## src/rtl/multi_channel_bus_switch.sv

```systemverilog
// Shared-bus switch: N enabled channels contend for one registered output bus.
// Grant is fixed-priority (lowest index) or round-robin from a rotating pointer.
// Multiple simultaneous enables are flagged and counted, never data-merged.
module multi_channel_bus_switch #(
    parameter int WIDTH    = 8,
    parameter int CHANNELS = 4,
    parameter int RR_MODE  = 0,
    parameter int HOLD     = 0,
    localparam int SEL_W   = (CHANNELS > 1) ? $clog2(CHANNELS) : 1
) (
    input  logic                      clk,
    input  logic                      rst,
    input  logic [WIDTH*CHANNELS-1:0] in_data,
    input  logic [CHANNELS-1:0]       in_en,
    output logic [WIDTH-1:0]          out_data,
    output logic                      out_valid,
    output logic [SEL_W-1:0]          out_sel,
    output logic                      conflict,
    output logic [7:0]                conflict_count
);

    logic [SEL_W-1:0]    rr_ptr;
    logic [SEL_W-1:0]    base;
    logic [CHANNELS-1:0] rot;
    logic [SEL_W-1:0]    off;
    logic [SEL_W-1:0]    rem;
    logic [SEL_W-1:0]    grant;
    logic [SEL_W-1:0]    ptr_next;
    logic [WIDTH-1:0]    sel_data;
    logic                found;
    logic                seen;
    logic                multi;
    logic                any_en;

    // Grant selection: rotate enables so the search always starts at bit 0,
    // then map the found offset back to an absolute channel index mod CHANNELS.
    // rem is CHANNELS-base in SEL_W bits; for power-of-two CHANNELS it wraps to
    // 0 when base=0, which still yields grant=off.
    always_comb begin
        any_en = |in_en;
        base   = (RR_MODE != 0) ? rr_ptr : '0;
        rot    = CHANNELS'({in_en, in_en} >> base);
        off    = '0;
        found  = 1'b0;
        for (int i = 0; i < CHANNELS; i++) begin
            if (!found && rot[i]) begin
                off   = SEL_W'(i);
                found = 1'b1;
            end
        end
        rem = SEL_W'(CHANNELS) - base;
        if (off >= rem) grant = off - rem;
        else            grant = base + off;
    end

    // Conflict detect, data mux for the granted channel, and next RR pointer.
    always_comb begin
        seen     = 1'b0;
        multi    = 1'b0;
        sel_data = '0;
        for (int j = 0; j < CHANNELS; j++) begin
            if (in_en[j]) begin
                if (seen) multi = 1'b1;
                seen = 1'b1;
            end
            if (grant == SEL_W'(j)) sel_data = in_data[j*WIDTH +: WIDTH];
        end
        if (grant == SEL_W'(CHANNELS - 1)) ptr_next = '0;
        else                               ptr_next = grant + SEL_W'(1);
    end

    // Output, pointer and conflict-counter registers; reset wins over everything.
    always_ff @(posedge clk) begin
        if (rst) begin
            out_data       <= '0;
            out_valid      <= 1'b0;
            out_sel        <= '0;
            conflict       <= 1'b0;
            conflict_count <= '0;
            rr_ptr         <= '0;
        end else begin
            conflict <= multi;
            if (multi && (conflict_count != 8'hFF)) conflict_count <= conflict_count + 8'd1;
            if (any_en) begin
                out_data  <= sel_data;
                out_valid <= 1'b1;
                out_sel   <= grant;
                if (RR_MODE != 0) rr_ptr <= ptr_next;
            end else begin
                out_valid <= 1'b0;
                if (HOLD == 0) out_data <= '0;
            end
        end
    end

endmodule

```

## config.mk

```make
export PLATFORM = sky130hd
export DESIGN_NAME = multi_channel_bus_switch
export DESIGN_NICKNAME = d
export VERILOG_FILES = /design/src/rtl/multi_channel_bus_switch.sv
export SDC_FILE = /design/constraint.sdc
export NUM_CORES = 1
export LEC_CHECK = 0
export CORE_MARGIN = 2
export CORE_UTILIZATION = 38
export DETAILED_ROUTE_END_ITERATION = 12
export PLACE_DENSITY = 0.8
export SLEW_MARGIN = 20
export SYNTH_ARGS = -nofsm -noshare
export SYNTH_HDL_FRONTEND = slang
export SYNTH_SLANG_ARGS = --single-unit
```

## constraint.sdc

```tcl
create_clock -name clk -period 1.95 [get_ports clk]
set_clock_uncertainty 0.05 [all_clocks]
set_input_delay 0.39 -clock clk [delete_from_list [all_inputs] [get_ports clk]]
set_output_delay 0.39 -clock clk [all_outputs]
set_load 0.1 [all_outputs]
```

=== Yosys cells after proc, flatten, opt, wreduce, memory -nomap -nowiden ===
Cells that the tools add are included.
Widths: inputs -> output; s select.

* $add $sub $neg: 1
* Equal/unequal tests: 4
* Mux-type cells: 19
* Bitwise operators: 1
* Reductions and logical operators: 10

{| class="wikitable"
|+ Operator list
! kind !! count
|-
| $mux 8 || 4
|-
| $mux 1 || 13
|-
| $add 8x1->8 const B || 1
|-
| $ne 8x8->1 const B || 1
|-
| $eq 2x2->1 const B || 2
|-
| $logic_and 1x1->1 || 4
|-
| $mux 2 || 2
|-
| $reduce_or 4->1 || 1
|-
| $logic_not 1->1 || 3
|-
| $eq 2x1->1 const B || 1
|-
| $logic_not 2->1 || 1
|-
| $reduce_or 2->1 || 1
|-
| $not 1->1 || 1
|}

* Register bits after elaboration: 20
* Output and inout port bits: 20

=== Longest topological paths before layout ===
* Word-level depth: 15
* Depth in mapped cells: 6

=== Least setup slack after synthesis ===
OpenSTA, ideal clock, no wires.

* Kind: register to register
* From: register conflict_count[0]
* To: register conflict_count[5]
* Setup time: 0.121 ns
* Arrival: 2.135 ns
* Data required time: 1.779 ns
* Path slack: -0.356 ns
* Cell stages (with the launch flop): 7
* Path buffers: 1
* Clock period less this slack: 2.306 ns
* Cells stage by stage: dfxtp_1 -> ha_1 -> nand3_1 -> nor2_1 -> clkbuf_1 -> nor4_1 -> mux2_2

* Word-level cells in the longest chain between the ends: 2
* Elaborated cells between the ends (all ways): 3

{| class="wikitable"
|+ RTL lines
! what !! line !! source
|-
| start, declared || 19 || <nowiki>output logic [7:0] conflict_count</nowiki>
|-
| start signal, assigned || 83 || <nowiki>if (multi && (conflict_count != 8'hFF)) conflict_count <= conflict_count + 8'd1;</nowiki>
|-
| branches (longest 2 deep; another with $add 8x1->8) || - ||
|}

Several ways; the timed one is not identified.
A chain may end at the register's enable or synchronous reset.

=== Final worst setup path ===
* From: input port in_en[2]
* To: register conflict_count[7]

* Word-level cells in the longest chain between the ends: 4
* Elaborated cells between the ends (all ways): 5

{| class="wikitable"
|+ RTL lines
! what !! line !! source
|-
| start, declared || 14 || <nowiki>input logic [CHANNELS-1:0] in_en,</nowiki>
|-
| $mux 1 || 62 || <nowiki>if (in_en[j]) begin</nowiki>
|-
| $mux 1 || 63 || <nowiki>if (seen) multi = 1'b1;</nowiki>
|-
| $mux 1 (*) || 62 ||
|-
| $logic_and 1x1->1 (*) || 83 ||
|}

Every way passes the cells marked *; elsewhere a longest branch is shown, timed or not.

==> results.cfg <==
[status]
outcome = finished, final reports clean

[clocking]
cts_buffers = 3
post_cts_buffers = 0
cts.sinks = 20
htreeDepth = 1
cts_resized = 0
clock_latency_ns = 0.30
cts_tree = yes
cts_buffer_depth = 2
root_buffer = clkbuf_4
cts.hold.buffers_added = 0
clk_pin_slew_ns = 0.12

[power_and_ir_drop]
leakage_nw = 0.760
vdd_drop_max_uv = 646
power.density_mw_per_mm2 = 666
p_total_mw = 1.21

[setup_path]
startpoint_type = input port
required_ns = 2.10
cp_data_arrival_time_ns = 2.05
crit_fanout = 7
critPathKind = in -> reg
rrSetupSlack_ns = 0.28
cp-end-kind = flip-flop

[placed_design]
hpwl_mm = 2.47
portBuffers = 57
placed_area_mm2 = 0.00173
gp_congestion = 0.920

[synth]
yosys.area_share.simple_pct = 20.5
synth_seq_area_share_pct = 39.0
syn_inst = 131
synth-edff-count = 0
async_flop_share_pct = 0
synthFlopType = dfxtp_1
ys_types = 23
synth.area.mux_share_pct = 2.19
syn_nets = 170
ys_warn_count = 0
synth_seq_cells = 20
synth_xor_area_share_pct = 0
synthAdderAreaFrac_pct = 1.22
synth_top_family_by_area = compound AO/OA/AOI/OAI gates
synth_area_per_cell_um2 = 7.84
synth_area_mm2 = 0.00103
synth-compound-area-share_pct = 29.1

[timing]
drv_slew = 0
period_needed_ns = 1.90
relSlewSlack_pct = 66.8
finalHoldViolations = 0
setup_viol = 0
period_share_pct = 97.4
worst_pin_slew_ns = 0.497
max_freq_ghz = 0.527

[routing]
final_antenna_net_count = 0
wire_per_inst_um = 14.4
drtPass1Iterations = 4
vias_per_cell = 5.36
num_vias = 1221
drt_iter0_markers = 14
finalWirelength_mm = 3.28
drc_errors = 0

[global_route]
overflow = 0
grt_pass1_vias = 1188
antenna_found_initial = 0
track_usage_pct = 20.4
grt_pass1_wl_mm = 5.18
grt_max_degree = 17

[worst_hold_path]
hold_class = reg -> reg

[finish]
drive_gt1_share_pct = 27.3
multi_input_area_um2 = 577
area_delta_synth_final_pct = 76.5
antennaDiodeCount = 0
final_nets = 238
seq_area_um2 = 410
final_area_mm2 = 0.00181
fillCellCount = 208

[floorplan]
io_pins = 58
die_y_um = 56.0
die-area_mm2 = 0.00313
rows = 18
initial_core_util_pct = 40.7
die_w_um = 56.0
coreArea_mm2 = 0.00252

[job]
drv_cap = 0
## placed cells by master (no fill, tap or decap)
master	count
clkdlybuf4s50_1	36
buf_4	30
a21oi_1	14
nand2_1	12
dfxtp_1	12
inv_1	10
o21ai_0	10
a211oi_1	8
a211o_1	8
nor2_1	8
dfxtp_2	8
buf_12	5
nor2b_1	4
nor3_1	4
nand3_1	4
or4_1	3
o31ai_1	3
clkbuf_4	3
o41ai_1	2
mux2_2	2
or3_1	2
or2_2	1
a211o_4	1
nand4_1	1
nor2_2	1
nor4_4	1
nor4_1	1
nor4_2	1
ha_1	1
bufinv_16	1
dlymetal6s2s_1	1
## metal layers
| layer | wire, µm | part of all wire, % | GRT usage, % | vias to the layer above |
|---|---|---|---|---|
| li1 | - | - | - | 613 |
| met1 | 1340 | 41 | 21.9 | 574 |
| met2 | 1760 | 54 | 37.5 | 28 |
| met3 | 108 | 3.3 | 4.42 | 6 |
| met4 | 68 | 2.1 | 9.86 | 0 |
| met5 | 0 | 0 | 0 | - |
## where the power goes
part / switching, mW / internal, mW / leakage [nW]
clock network: 0.132 / 0.208 / 0.0279
registers: 0.0130 / 0.433 / 0.168
logic: 0.262 / 0.160 / 0.564
total: 0.407 / 0.800 / 0.760
## cell type report
type                    instances  share of cell area, %
inverters                      10                   2.07
repair buffers                 72                   38.5
flip-flops and latches         20                   22.6
well taps                      30                   2.07
multi-input cells              92                   31.8
clock buffers                   3                   1.24
clock inverters                 1                   1.66
## final timing paths
path,start,to,cells after the start
setup / recovery,in_en[2],conflict_count[7]$_SDFFE_PP0P_,5
hold / removal,conflict_count[6]$_SDFFE_PP0P_,conflict_count[6]$_SDFFE_PP0P_,2
setup reg to reg,conflict_count[0]$_SDFFE_PP0P_,conflict_count[7]$_SDFFE_PP0P_,5
hold reg to reg,conflict_count[6]$_SDFFE_PP0P_,conflict_count[6]$_SDFFE_PP0P_,2
## worst max-delay path: stages
cell and delay [ns]:
clkdlybuf4s50_1 0.54, nand2_1 0.09, a211o_4 0.39, nor4_2 0.29
mux2_2 0.36
## flip-flops by register name, summed over array words and instances, names as in the netlist
| signal | count |
|---|---|
| out_valid | 1 |
| out_sel | 2 |
| out_data | 8 |
| conflict | 1 |
| conflict_count | 8 |
## kinds of logic (layout without fill, tap and decap cells)
logic type | Yosys count | count (layout)
buffers and inverters | 19 | 86
DFF | 20 | 20
muxes | 2 | 2
adders and majority gates | 1 | 1
AOI/OAI and AO/OA | 46 | 46
and+or+nand+nor | 43 | 43
## synthesized netlist by cell type (4+ instances only)
cell      number  share of area, %
a21oi_1       14               6.8
o21ai_0       10               4.9
inv_1         10               3.7
nand2_1       12               4.4
a211oi_1       8               5.8
a211o_1        9               7.7
nor3_1         4               1.9
nor2b_1        4               2.4
nor2_1         9               3.3
nand3_1        4               1.9
dfxtp_1       20                39
clkbuf_1       7               2.6
## stage by stage
stage	util [%]	std cells	setup WS [ns]	setup TNS [ns]	hold WS, ns
finish	71.9	228	0.0513	0	0.473
global route	71.9	228	-0.00119	-0.00119	0.481
CTS	70.5	228	0.0122	0	0.461
detailed placement	68.4	224	-0.311	-2.09	0.443
global placement	68.4	224	-0.267	-1.44	0.420
floorplan	-	131	0.0170	0	0.476
Power figures use the tool's default switching activity.
